`src/rtl/regfile_sequencer.sv`:
```
// Operand-fetch / write-back controller for the ternary register file.
// Serialises a decoded instruction into read, ALU issue, wait and write-back
// steps on the shared num1 port. Write-back is suppressed when a fetched
// operand holds an illegal trit (2'b11) or when the ALU never answers.
module regfile_sequencer #(
    parameter int WORD_SIZE     = 9,
    parameter int REG_ADDR_SIZE = 2,
    parameter int ALU_TIMEOUT   = 16
) (
    input  logic                       clock,
    input  logic                       reset_n,
    input  logic                       instr_valid,
    output logic                       instr_ready,
    input  logic [2*REG_ADDR_SIZE-1:0] rd_addr,
    input  logic [2*REG_ADDR_SIZE-1:0] rs1_addr,
    input  logic [2*REG_ADDR_SIZE-1:0] rs2_addr,
    input  logic                       wb_en,
    input  logic                       clear_req,
    output logic [2*REG_ADDR_SIZE-1:0] rf_num1,
    output logic [2*REG_ADDR_SIZE-1:0] rf_num2,
    output logic                       rf_get_enable,
    output logic                       rf_set_enable,
    output logic                       rf_reset_enable,
    output logic [2*WORD_SIZE-1:0]     rf_set_val,
    input  logic [2*WORD_SIZE-1:0]     rf_out1,
    input  logic [2*WORD_SIZE-1:0]     rf_out2,
    output logic                       alu_valid,
    output logic [2*WORD_SIZE-1:0]     alu_a,
    output logic [2*WORD_SIZE-1:0]     alu_b,
    input  logic                       alu_result_valid,
    input  logic [2*WORD_SIZE-1:0]     alu_result,
    output logic                       done,
    output logic                       err_illegal,
    output logic                       err_timeout
);

    localparam int DW = 2 * WORD_SIZE;
    localparam int AW = 2 * REG_ADDR_SIZE;
    localparam int CW = $clog2(ALU_TIMEOUT + 1);
    localparam logic [CW-1:0] TMO_LIMIT = CW'(ALU_TIMEOUT);

    typedef enum logic [2:0] {
        ST_IDLE,
        ST_CLEAR,
        ST_READ,
        ST_CAPT,
        ST_ISSUE,
        ST_WAIT,
        ST_WRITE,
        ST_DONE
    } state_t;

    state_t          state;
    state_t          next_state;
    logic [AW-1:0]   rd_q;
    logic [AW-1:0]   rs1_q;
    logic [AW-1:0]   rs2_q;
    logic            wb_en_q;
    logic [CW-1:0]   tmo_cnt;
    logic [CW-1:0]   tmo_next;
    logic            operand_illegal;

    // True when any trit of the word carries the unused 2'b11 encoding.
    function automatic logic has_illegal(input logic [DW-1:0] w);
        logic bad;
        bad = 1'b0;
        for (int i = 0; i < WORD_SIZE; i++) begin
            if (w[2*i +: 2] == 2'b11) begin
                bad = 1'b1;
            end
        end
        return bad;
    endfunction

    assign tmo_next        = tmo_cnt + CW'(1);
    assign operand_illegal = has_illegal(rf_out1) | has_illegal(rf_out2);

    // State register; reset aborts any instruction in flight back to IDLE.
    always_ff @(posedge clock or negedge reset_n) begin
        if (!reset_n) begin
            state <= ST_IDLE;
        end else begin
            state <= next_state;
        end
    end

    // Next-state and strobe decode; strobes depend only on the current state
    // and latched registers, so no input reaches an output combinationally.
    always_comb begin
        next_state      = state;
        instr_ready     = 1'b0;
        rf_num1         = '0;
        rf_num2         = '0;
        rf_get_enable   = 1'b0;
        rf_set_enable   = 1'b0;
        rf_reset_enable = 1'b0;
        alu_valid       = 1'b0;
        done            = 1'b0;
        case (state)
            ST_IDLE: begin
                instr_ready = 1'b1;
                if (clear_req) begin
                    next_state = ST_CLEAR;
                end else if (instr_valid) begin
                    next_state = ST_READ;
                end
            end
            ST_CLEAR: begin
                rf_reset_enable = 1'b1;
                next_state      = ST_DONE;
            end
            ST_READ: begin
                rf_num1       = rs1_q;
                rf_num2       = rs2_q;
                rf_get_enable = 1'b1;
                next_state    = ST_CAPT;
            end
            ST_CAPT: begin
                next_state = operand_illegal ? ST_DONE : ST_ISSUE;
            end
            ST_ISSUE: begin
                alu_valid  = 1'b1;
                next_state = ST_WAIT;
            end
            ST_WAIT: begin
                if (alu_result_valid) begin
                    next_state = wb_en_q ? ST_WRITE : ST_DONE;
                end else if (tmo_next == TMO_LIMIT) begin
                    next_state = ST_DONE;
                end
            end
            ST_WRITE: begin
                rf_num1       = rd_q;
                rf_set_enable = 1'b1;
                next_state    = ST_DONE;
            end
            ST_DONE: begin
                done       = 1'b1;
                next_state = ST_IDLE;
            end
            default: begin
                next_state = ST_IDLE;
            end
        endcase
    end

    // Datapath: latch the instruction on accept, capture operands, time the
    // ALU and hold its result; error flags stay set until the next accept.
    always_ff @(posedge clock or negedge reset_n) begin
        if (!reset_n) begin
            rd_q        <= '0;
            rs1_q       <= '0;
            rs2_q       <= '0;
            wb_en_q     <= 1'b0;
            alu_a       <= '0;
            alu_b       <= '0;
            rf_set_val  <= '0;
            tmo_cnt     <= '0;
            err_illegal <= 1'b0;
            err_timeout <= 1'b0;
        end else begin
            case (state)
                ST_IDLE: begin
                    if (!clear_req && instr_valid) begin
                        rd_q        <= rd_addr;
                        rs1_q       <= rs1_addr;
                        rs2_q       <= rs2_addr;
                        wb_en_q     <= wb_en;
                        err_illegal <= 1'b0;
                        err_timeout <= 1'b0;
                    end
                end
                ST_CAPT: begin
                    alu_a <= rf_out1;
                    alu_b <= rf_out2;
                    if (operand_illegal) begin
                        err_illegal <= 1'b1;
                    end
                end
                ST_ISSUE: begin
                    tmo_cnt <= '0;
                end
                ST_WAIT: begin
                    if (alu_result_valid) begin
                        rf_set_val <= alu_result;
                    end else begin
                        tmo_cnt <= tmo_next;
                        if (tmo_next == TMO_LIMIT) begin
                            err_timeout <= 1'b1;
                        end
                    end
                end
                default: begin
                end
            endcase
        end
    end

endmodule

```
`config.mk`:
```
export PLATFORM = sky130hd
export DESIGN_NAME = regfile_sequencer
export DESIGN_NICKNAME = d
export VERILOG_FILES = /design/src/rtl/regfile_sequencer.sv
export SDC_FILE = /design/constraint.sdc
export NUM_CORES = 1
export LEC_CHECK = 0
export ABC_AREA = 1
export BUFFER_PORTS_ARGS = -buffer_cell sky130_fd_sc_hd__buf_2
export CAP_MARGIN = 20
export CORE_MARGIN = 2
export CORE_UTILIZATION = 38
export DETAILED_ROUTE_END_ITERATION = 8
export HOLD_SLACK_MARGIN = 0.03
export PLACE_DENSITY = 0.66
export SETUP_SLACK_MARGIN = 0.5
export SYNTH_ARGS = -nofsm -noshare
export SYNTH_HDL_FRONTEND = slang
export SYNTH_SLANG_ARGS = --single-unit
```
`constraint.sdc`:
```
create_clock -name clock -period 1.66 [get_ports clock]
set_input_delay 0.249 -clock clock [delete_from_list [all_inputs] [get_ports clock]]
set_output_delay 0.249 -clock clock [all_outputs]
set_load 0.1 [all_outputs]
```
==> impl_metrics.toml, run 1 <==
[grt]
grt_max_degree = 38
overflow = 0
grt_pass1_vias = 3723
met2_usage_pct = 45.9
grtUsageTotal_pct = 26.1
use_met3_pct = 6.50
busiest_layer = "met2"
grt_pass1_wl_um = 19200
antenna_found_initial = 0
met1_usage_pct = 29.3

[critical_path]
cpPeakStageDelay_ns = 0.46
crit_arrival_ns = 1.61
slowest_stage = "dfrtp_2"
crit_buf_inv = 3
crit_family = "buffers and inverters"
cp_max_fo = 4
path_class = "reg2out"
endpoint_kind = "output pin"
required_ns = 1.41
cp-start-kind = "flip-flop"
critical_path.cell_chain = "inv_2 > nor3_4 > buf_4 > a22o_4 > buf_12"

[logic_synthesis]
synth-simple-area-share_pct = 25.7
synthAdderAreaFrac_pct = 0.381
ys_top_cells_by_area = "dfrtp_1, nand2_1, mux2_4"
ys_async_sr_fraction_pct = 100
ys_ff_latch = 77
synth_top_area_share_pct = 58.6
postSynthAreaPerCell_um2 = 9.13
synth_top_area_cell = "dfrtp_1"
synthCells = 360
synthMuxAreaShare_pct = 7.31
yosysSeqAreaShare_pct = 58.6
yosysMostFrequentCell = "nand2_1"
synth.distinct_cells = 24
synth_top_family_by_area = "simple AND/OR/NAND/NOR gates"
synth_xor_area_share_pct = 0
synth_common_cells = "nand2_1, dfrtp_1, inv_1"
synth_compound_area_share_pct = 3.58
syn_nets = 433
syn_area_um2 = 3290
synth_edf_count = 0
ys_warn_count = 0
synth_top_flop_cell = "dfrtp_1"

[flow_run]
drv_cap = 0

[floorplanning]
dieHeight_um = 97.0
ios = 142
start_util_pct = 39.6
die_area_um2 = 9410
die_w_um = 97.0
row_count = 33
core_um2 = 8300

[sta]
finalCriticalPeriod_ns = 1.86
slew_violations = 0
setup_violations = 39
max_slew_margin_pct = 69.6
skew_ns = 0.00899
rsz0062_at_grt = "yes"
hold_viol_final = 0
final.period_utilization_pct = 112
hold_slack_ns = 0.0885
fmax_ghz = 0.537
worst_slack_ns = -0.202
tightest_slew_ns = 0.456

[placed_design]
place_congestion = 0.796
io_buffer_count = 141
dpl.hpwl_um = 6180
pre_cts_slack_ns = 0.0798

[clock_network]
clkLatencyLatePin_ns = 0.36
tritoncts = "built"
cts_root_buf = "clkbuf_8"
htree_levels = 3
clock-sinks = 77
clk_path_buf_depth = 2
cts_buffers = 9
cts.reportedPaths.clkPinSlew_ns = 0.09

[route]
routedWlPerCell_um = 17.8
via_per_inst = 5.05
drc = 0
detail-route-antenna-nets = 0
wirelength_um = 12400
vias = 3534
drt_iter0_drc = 128
dr.pass1.iters = 4

[finish]
nNetsFinal = 663
postLayoutCoreUtil_pct = 81.7
num_antenna_cells = 0
areaGrowthSynthToFinish_pct = 106
drive_gt1_share_pct = 61.7

[run_status]
status = "complete, but fails checks"
violations = "setup timing"

[hold_path]
worstHoldPathType = "in2reg"
==> cell usage in the layout, fill, tap and decap left out, types with 6 or more instances in the layout <==
master      instances
nand2_1           121
buf_12             77
buf_2              70
dfrtp_1            66
nand2_2            58
buf_4              46
mux2_4             18
buf_6              17
dfrtp_2            11
inv_1              10
nor2_4              9
clkbuf_8            9
clkinvlp_4          7
nor2_1              6
nand3_1             6
buf_16              6
==> final cells by class <==
class,count,area [µm²]
Sequential cell,77,1940
Fill cell,463,1520
Timing Repair inverter,7,81.3
Clock inverter,6,63.8
Timing Repair Buffer,219,2630
Tap cell,105,131
Multi-Input combinational cell,256,1680
Inverter,20,126
Clock buffer,10,128
==> metrics by stage <==
stage / instances / cell area, µm² / setup TNS, ns
after floorplan: 360 / 3390 / -5.92
after global placement: 603 / 4450 / 0
after detailed placement: 603 / 4450 / 0
after CTS: 674 / 6480 / -1.38
after global routing: 700 / 6780 / -5.51
final: 700 / 6780 / -3.67
==> logic make-up (layout without fill, tap and decap cells) <==
logic type / count (synthesis) / after routing
buffers and inverters: 30 / 262
muxes: 18 / 18
adders and majority gates: 1 / 1
AOI/OAI and AO/OA: 19 / 19
DFF: 77 / 77
and+or+nand+nor: 215 / 218
==> path summary, 6_finish.rpt <==
path	start	end	slack, ns	cells past startpoint
worst min register to register	wb_en_q	wb_en_q	0.50	2
max in group asynchronous	reset_n	rf_set_val[7]	0.73	3
worst max register to register	state[0]	err_timeout	-0.11	11
worst max-delay path	state[2]	rf_num1[2]	-0.20	5
min in group asynchronous	reset_n	alu_b[14]	0.32	2
worst min-delay path	rd_addr[3]	rd_q[3]	0.09	3
==> state kept, by name (all words and copies together) (netlist names) <==
signal       cells
state            3
rs2_q            4
err_timeout      1
err_illegal      1
rs1_q            4
alu_a           18
wb_en_q          1
rd_q             4
rf_set_val      18
alu_b           18
tmo_cnt          5
==> routing by layer <==
layer | vias up | wire, µm
met4 | 0 | 301
met3 | 28 | 920
met2 | 174 | 6740
met5 | - | 0
li1 | 1599 | -
met1 | 1733 | 4460
==> tightest hold or removal path: stages <==
cell and delay (ns):
buf_2 0.08, nand2_1 0.04, nand2_1 0.05
==> what timing repair did <==
item                                    CTS  global route
endpoints found under the hold margin    18             0
hold buffers                              1             0
gates resized for setup                 355            24
pin swaps                                53             3
endpoints found under the setup margin  146           147
cloned                                   15             1
setup buffers                            39            25
Power of run 1 is not shown: default switching activity piles up to over one toggle a cycle in this logic, so the estimate is an artifact.
==> run 2, diff against run 1 <==
- TNS_END_PERCENT: unset -> 50
==> run 2 against run 1 <==
  * The run still ends with setup timing left
  * Final cell count is 8.7% lower
  * Sequential share of layout area is 7.2 points higher
  * Clock skew hardly changed
  * First-iteration DRC count is 27% lower
  * Count of clock-buffer cells in the layout is 1 higher
  * Critical path depth is 2 lower
  * Critical path type unchanged
  * Largest cell class is now sequential cells
==> impl_metrics.toml, run 2 (same netlist as run 1, synthesis figures left out) <==
[sta]
tightest_slew_ns = 0.495
finalCriticalPeriod_ns = 1.79
skew_ns = 0.00891
slew_violations = 0
rsz0062_at_grt = "yes"
worst_slack_ns = -0.130
setup_violations = 12
final.period_utilization_pct = 108
fmax_ghz = 0.559
max_slew_margin_pct = 67.2
hold_viol_final = 0

[grt]
grt_pass1_wl_um = 15000
grt_pass1_vias = 3066
grt_max_degree = 37
grtUsageTotal_pct = 19.7
antenna_found_initial = 0
overflow = 0

[floorplanning]
ios = 142
die_area_um2 = 9410
row_count = 33
core_um2 = 8300
dieHeight_um = 97.0
die_w_um = 97.0
start_util_pct = 39.6

[critical_path]
slowest_stage = "dfrtp_2"
critical_path.cell_chain = "nor3_4 > a22o_2 > buf_12"
crit_family = "flip-flops"
path_class = "reg2out"
cpPeakStageDelay_ns = 0.47
cp-start-kind = "flip-flop"
endpoint_kind = "output pin"
cp_max_fo = 6
required_ns = 1.41
crit_arrival_ns = 1.54
crit_buf_inv = 1
rrSetupSlack_ns = 0.12

[route]
via_per_inst = 4.73
vias = 3022
met3_length_um = 642
wl_met2_um = 4450
top_layer = "met4"
routedWlPerCell_um = 14.1
drt-met1-wl_um = 3840
drc = 0
wirelength_um = 9030
drt_iter0_drc = 93
detail-route-antenna-nets = 0
dr.pass1.iters = 5

[clock_network]
cts_buffers = 9
clk_path_buf_depth = 2
clkLatencyLatePin_ns = 0.34
clock-sinks = 77
tritoncts = "built"
cts.reportedPaths.clkPinSlew_ns = 0.08
cts_root_buf = "clkbuf_8"
htree_levels = 3

[finish]
areaGrowthSynthToFinish_pct = 64.9
nFillCells = 652
nNetsFinal = 602
reg_top3 = "alu_a (18), alu_b (18), rf_set_val (18)"
layout_common_cells = "nand2_1, buf_2, dfrtp_1, buf_12, buf_4"
final_common_cell = "nand2_1"
num_antenna_cells = 0
drive_gt1_share_pct = 45.1
final_area_um2 = 5420

[hold_path]
worstHoldPathType = "in2reg"

[placed_design]
dpl.hpwl_um = 6040
place_congestion = 0.823
dpl-instance-area_um2 = 4440
io_buffer_count = 141

[flow_run]
drv_cap = 0

[run_status]
violations = "setup timing"
status = "complete, but fails checks"
==> run 2: cell types whose count changed in the layout (fill, tap and decap cells not counted), moves of 8 or more <==
cell	before	now
buf_6	17	4
buf_2	70	95
nand2_1	121	180
mux2_4	18	10
nand2_2	58	2
buf_12	77	48
mux2_2	0	8
buf_4	46	15
==> run 2: area by class of cell <==
| cell class | count | area (µm²) | area share (%) |
|---|---|---|---|
| flip-flops and latches | 77 | 1940 | 35.8 |
| repair buffers | 165 | 1640 | 30.3 |
| multi-input cells | 255 | 1390 | 25.6 |
| clock buffers | 11 | 141 | 2.61 |
| well taps | 105 | 131 | 2.42 |
| inverters | 20 | 113 | 2.08 |
| clock inverters | 5 | 60.1 | 1.11 |
| repair inverters | 1 | 7.51 | 0.138 |
==> run 2: routing by layer <==
layer | GRT usage (%) | up-vias
met3 | 5.42 | 9
met4 | 6.72 | 0
met5 | 0 | -
met1 | 26.0 | 1425
met2 | 31.5 | 122
li1 | - | 1466
==> run 2: per-stage QoR <==
step	util (%)	cells	setup TNS, ns	setup slack (ns)	hold WS (ns)
6_report	65.3	639	-1.15	-0.130	0.0996
5_1_grt	65.3	639	-2.05	-0.199	0.0959
4_1_cts	60.5	632	-1.20	-0.148	0.0808
3_5_place_dp	53.5	604	0	0.117	0.233
3_3_place_gp	53.5	604	0	0.139	0.228
2_1_floorplan	-	360	-5.92	-0.686	-0.0466
==> run 2: repair_timing <==
action | 4_1_cts | 5_1_grt
hold buffers | 1 | 0
cloned | 3 | 1
hold endpoints to repair | 32 | 0
pin swaps | 11 | 1
gates resized for setup | 64 | 108
buffers inserted | 8 | 6
setup endpoints to repair | 146 | 147
==> run 2: worst min-delay path: stages <==
cell and delay (ns):
buf_2 0.07, nand2_1 0.04, nand2_1 0.04
==> run 2: path summary, 6_finish.rpt <==
path	cells after the start	end	startpoint
worst max-delay path	3	rf_num1[3]	state[0]
worst max register to register	5	rf_set_val[6]	state[0]
worst min-delay path	3	rd_q[3]	rd_addr[3]
max in group asynchronous	3	alu_a[5]	reset_n
min in group asynchronous	2	tmo_cnt[2]	reset_n
worst min register to register	2	alu_b[13]	alu_b[13]
Power of run 2 is left out for the same reason.
==> run 3, diff against run 2 <==
--- a/config.mk
+++ b/config.mk
@@ -8,5 +8,5 @@
 export ABC_AREA = 1
 export BUFFER_PORTS_ARGS = -buffer_cell sky130_fd_sc_hd__buf_2
-export CAP_MARGIN = 20
+export CAP_MARGIN = 10
 export CORE_MARGIN = 2
 export CORE_UTILIZATION = 38
==> constraint.sdc (replaced) <==
create_clock -name clock -period 1.66 [get_ports clock]
set_input_delay 0.249 -clock clock [delete_from_list [all_inputs] [get_ports clock]]
set_output_delay 0.249 -clock clock [all_outputs]
set_load 0.01 [all_outputs]
==> run 3 against run 2 <==
  * Maximum frequency up 4.9%
  * Register-to-register slack worse by 0.04 ns
  * Highest routed layer unchanged
  * Design area down 11%
  * Global-route usage down 0.90 points
  * Clock skew up 0.0038 ns
  * Critical path type unchanged
  * Largest cell class unchanged
  * Worst hold slack worse by 0.0016 ns
  * Setup slack better by 0.083 ns
  * The flow still finishes with violations (setup timing)
  * Sequential share of layout area up 4.2 points
  * First-iteration DRC count down 14%
==> impl_metrics.toml, run 3 (same netlist as run 1, synthesis figures left out) <==
[run_status]
status = "complete, but fails checks"
violations = "setup timing"

[placed_design]
dp_cells = 604
dpl-instance-area_um2 = 4200
place_congestion = 0.878
dpl.hpwl_um = 6080
io_buffer_count = 141

[finish]
final_cells = 641
layout_common_cells = "nand2_1, buf_2, dfrtp_1, buf_4, inv_1"
final_common_cell = "nand2_1"
num_antenna_cells = 0
final-seq-area_um2 = 1930
postLayoutCoreUtil_pct = 58.2
multiInputGateArea_um2 = 1390
final_area_um2 = 4830
areaGrowthSynthToFinish_pct = 46.9
reg_top3 = "alu_a (18), alu_b (18), rf_set_val (18)"
drive_gt1_share_pct = 43.7
nFillCells = 713
nNetsFinal = 605

[sta]
hold_viol_final = 0
worst_slack_ns = -0.0469
final.period_utilization_pct = 103
tightest_slew_ns = 0.426
rsz0062_at_grt = "yes"
slew_violations = 0
setup_violations = 6
fmax_ghz = 0.586
finalCriticalPeriod_ns = 1.71
fin_tns_setup_ns = -0.106
max_slew_margin_pct = 71.6
skew_ns = 0.0127

[floorplanning]
die_area_um2 = 9410
die_w_um = 97.0
ios = 142
row_count = 33
dieHeight_um = 97.0
start_util_pct = 39.6
core_um2 = 8300

[pwr]
ir_drop_mv = 0.870
leakagePower_nw = 2.68
seqPwrFrac_pct = 36.5
p_int_mw = 5.76
swShare_pct = 36.9
power.density_nw_per_um2 = 1890
power.switching_mw = 3.36
pwr-share-clk_pct = 20.3
comb_power_share_pct = 43.2

[hold_path]
worstHoldPathType = "in2reg"

[route]
detail-route-antenna-nets = 0
dr.pass1.iters = 6
vias = 3011
drt_iter0_drc = 80
via_per_inst = 4.70
drc = 0
routedWlPerCell_um = 14.1
wirelength_um = 9070

[critical_path]
path_class = "reg2out"
endpoint_kind = "output pin"
crit_arrival_ns = 1.46
cp_max_fo = 4
reg2reg_depth = 6
cp-startpoint = "state[0]"
cp-start-kind = "flip-flop"
worst_r2r_startpoint = "state[0]"
rrSetupSlack_ns = 0.08
required_ns = 1.41
rr_endpoint = "rf_set_val[3]"
crit_path_end = "rf_num1[2]"

[clock_network]
htree_levels = 3
clk_path_buf_depth = 2
cts.reportedPaths.clkPinSlew_ns = 0.08
tritoncts = "built"
cts_buffers = 9
cts_root_buf = "clkbuf_8"
clkLatencyLatePin_ns = 0.35
clock-sinks = 77

[grt]
grt_pass1_wl_um = 14100
antenna_found_initial = 0
overflow = 0
grt_max_degree = 31
grtUsageTotal_pct = 18.8
grt_pass1_vias = 2858

[flow_run]
drv_cap = 0
[run 3: cell count changes in the layout (fill, tap and decap cells not counted), sizes merged]
| cell | before | now |
|---|---|---|
| bufbuf | 1 | 0 |
| buf | 162 | 167 |
| inv | 17 | 18 |
| nand2 | 187 | 188 |
| clkinvlp | 7 | 1 |
| bufinv | 1 | 4 |
| clkbuf | 12 | 9 |
| clkinv | 1 | 3 |
[run 3: area by class of cell]
class	count	area share (%)
flip-flops and latches	77	39.9
clock inverters	6	2.82
multi-input cells	256	28.9
repair buffers	168	21.0
inverters	20	2.07
well taps	105	2.72
clock buffers	9	2.56
[run 3: worst min-delay path by stage]
| stage | start | to | slack, ns | depth (start not counted) |
|---|---|---|---|---|
| detailed placement | reset_n | alu_a[0] | 0.22 | 1 |
| global route | rd_addr[0] | rd_q[0] | 0.1 | 3 |
| CTS | rd_addr[1] | rd_q[1] | 0.08 | 3 |
| global placement | reset_n | alu_a[0] | 0.21 | 1 |
| finish | rd_addr[1] | rd_q[1] | 0.1 | 3 |
| floorplan | reset_n | alu_a[0] | -0.05 | 0 |
[run 3: per-stage QoR]
stage / hold slack [ns] / power [mW] / setup WS, ns
after global routing: 0.0963 / 9.73 / -0.124
final: 0.0980 / 9.12 / -0.0469
after floorplan: -0.0466 / 5.25 / 0.334
after global placement: 0.209 / 6.52 / 0.241
after CTS: 0.0829 / 8.83 / -0.0138
after detailed placement: 0.217 / 6.60 / 0.239
[run 3: worst max-delay path: stages, from the launching register on]
cell and delay [ns]:
dfrtp_2 0.46, nor3_4 0.24, buf_4 0.16, a22o_1 0.13
buf_2 0.13
[run 3: power groups by stage]
stage	logic (mW)	registers [mW]	clock network (mW)
after CTS	3.62	3.32	1.89
final	3.94	3.33	1.85
after global placement	3.19	3.33	0
after detailed placement	3.27	3.34	0
after floorplan	1.64	3.61	0
after global routing	4.33	3.43	1.97
[run 3: timing repair]
item,in CTS,in global routing
setup endpoints to repair,90,120
resized for setup,20,19
setup buffers,7,10
hold buffers,1,0
hold endpoints to repair,27,0
cloned,3,1
pin swaps,3,5
[run 3: per-layer routing]
layer  share of wire [%]  wire length [µm]  track usage [%]  up-vias
li1                    -                 -                -     1480
met1                  43              3940             23.7     1447
met2                  51              4640             31.5       76
met3                 4.0               365             3.68        8
met4                 1.4               124             8.13        0
met5                   0                 0                0        -
(Power assumes the default switching activity.)
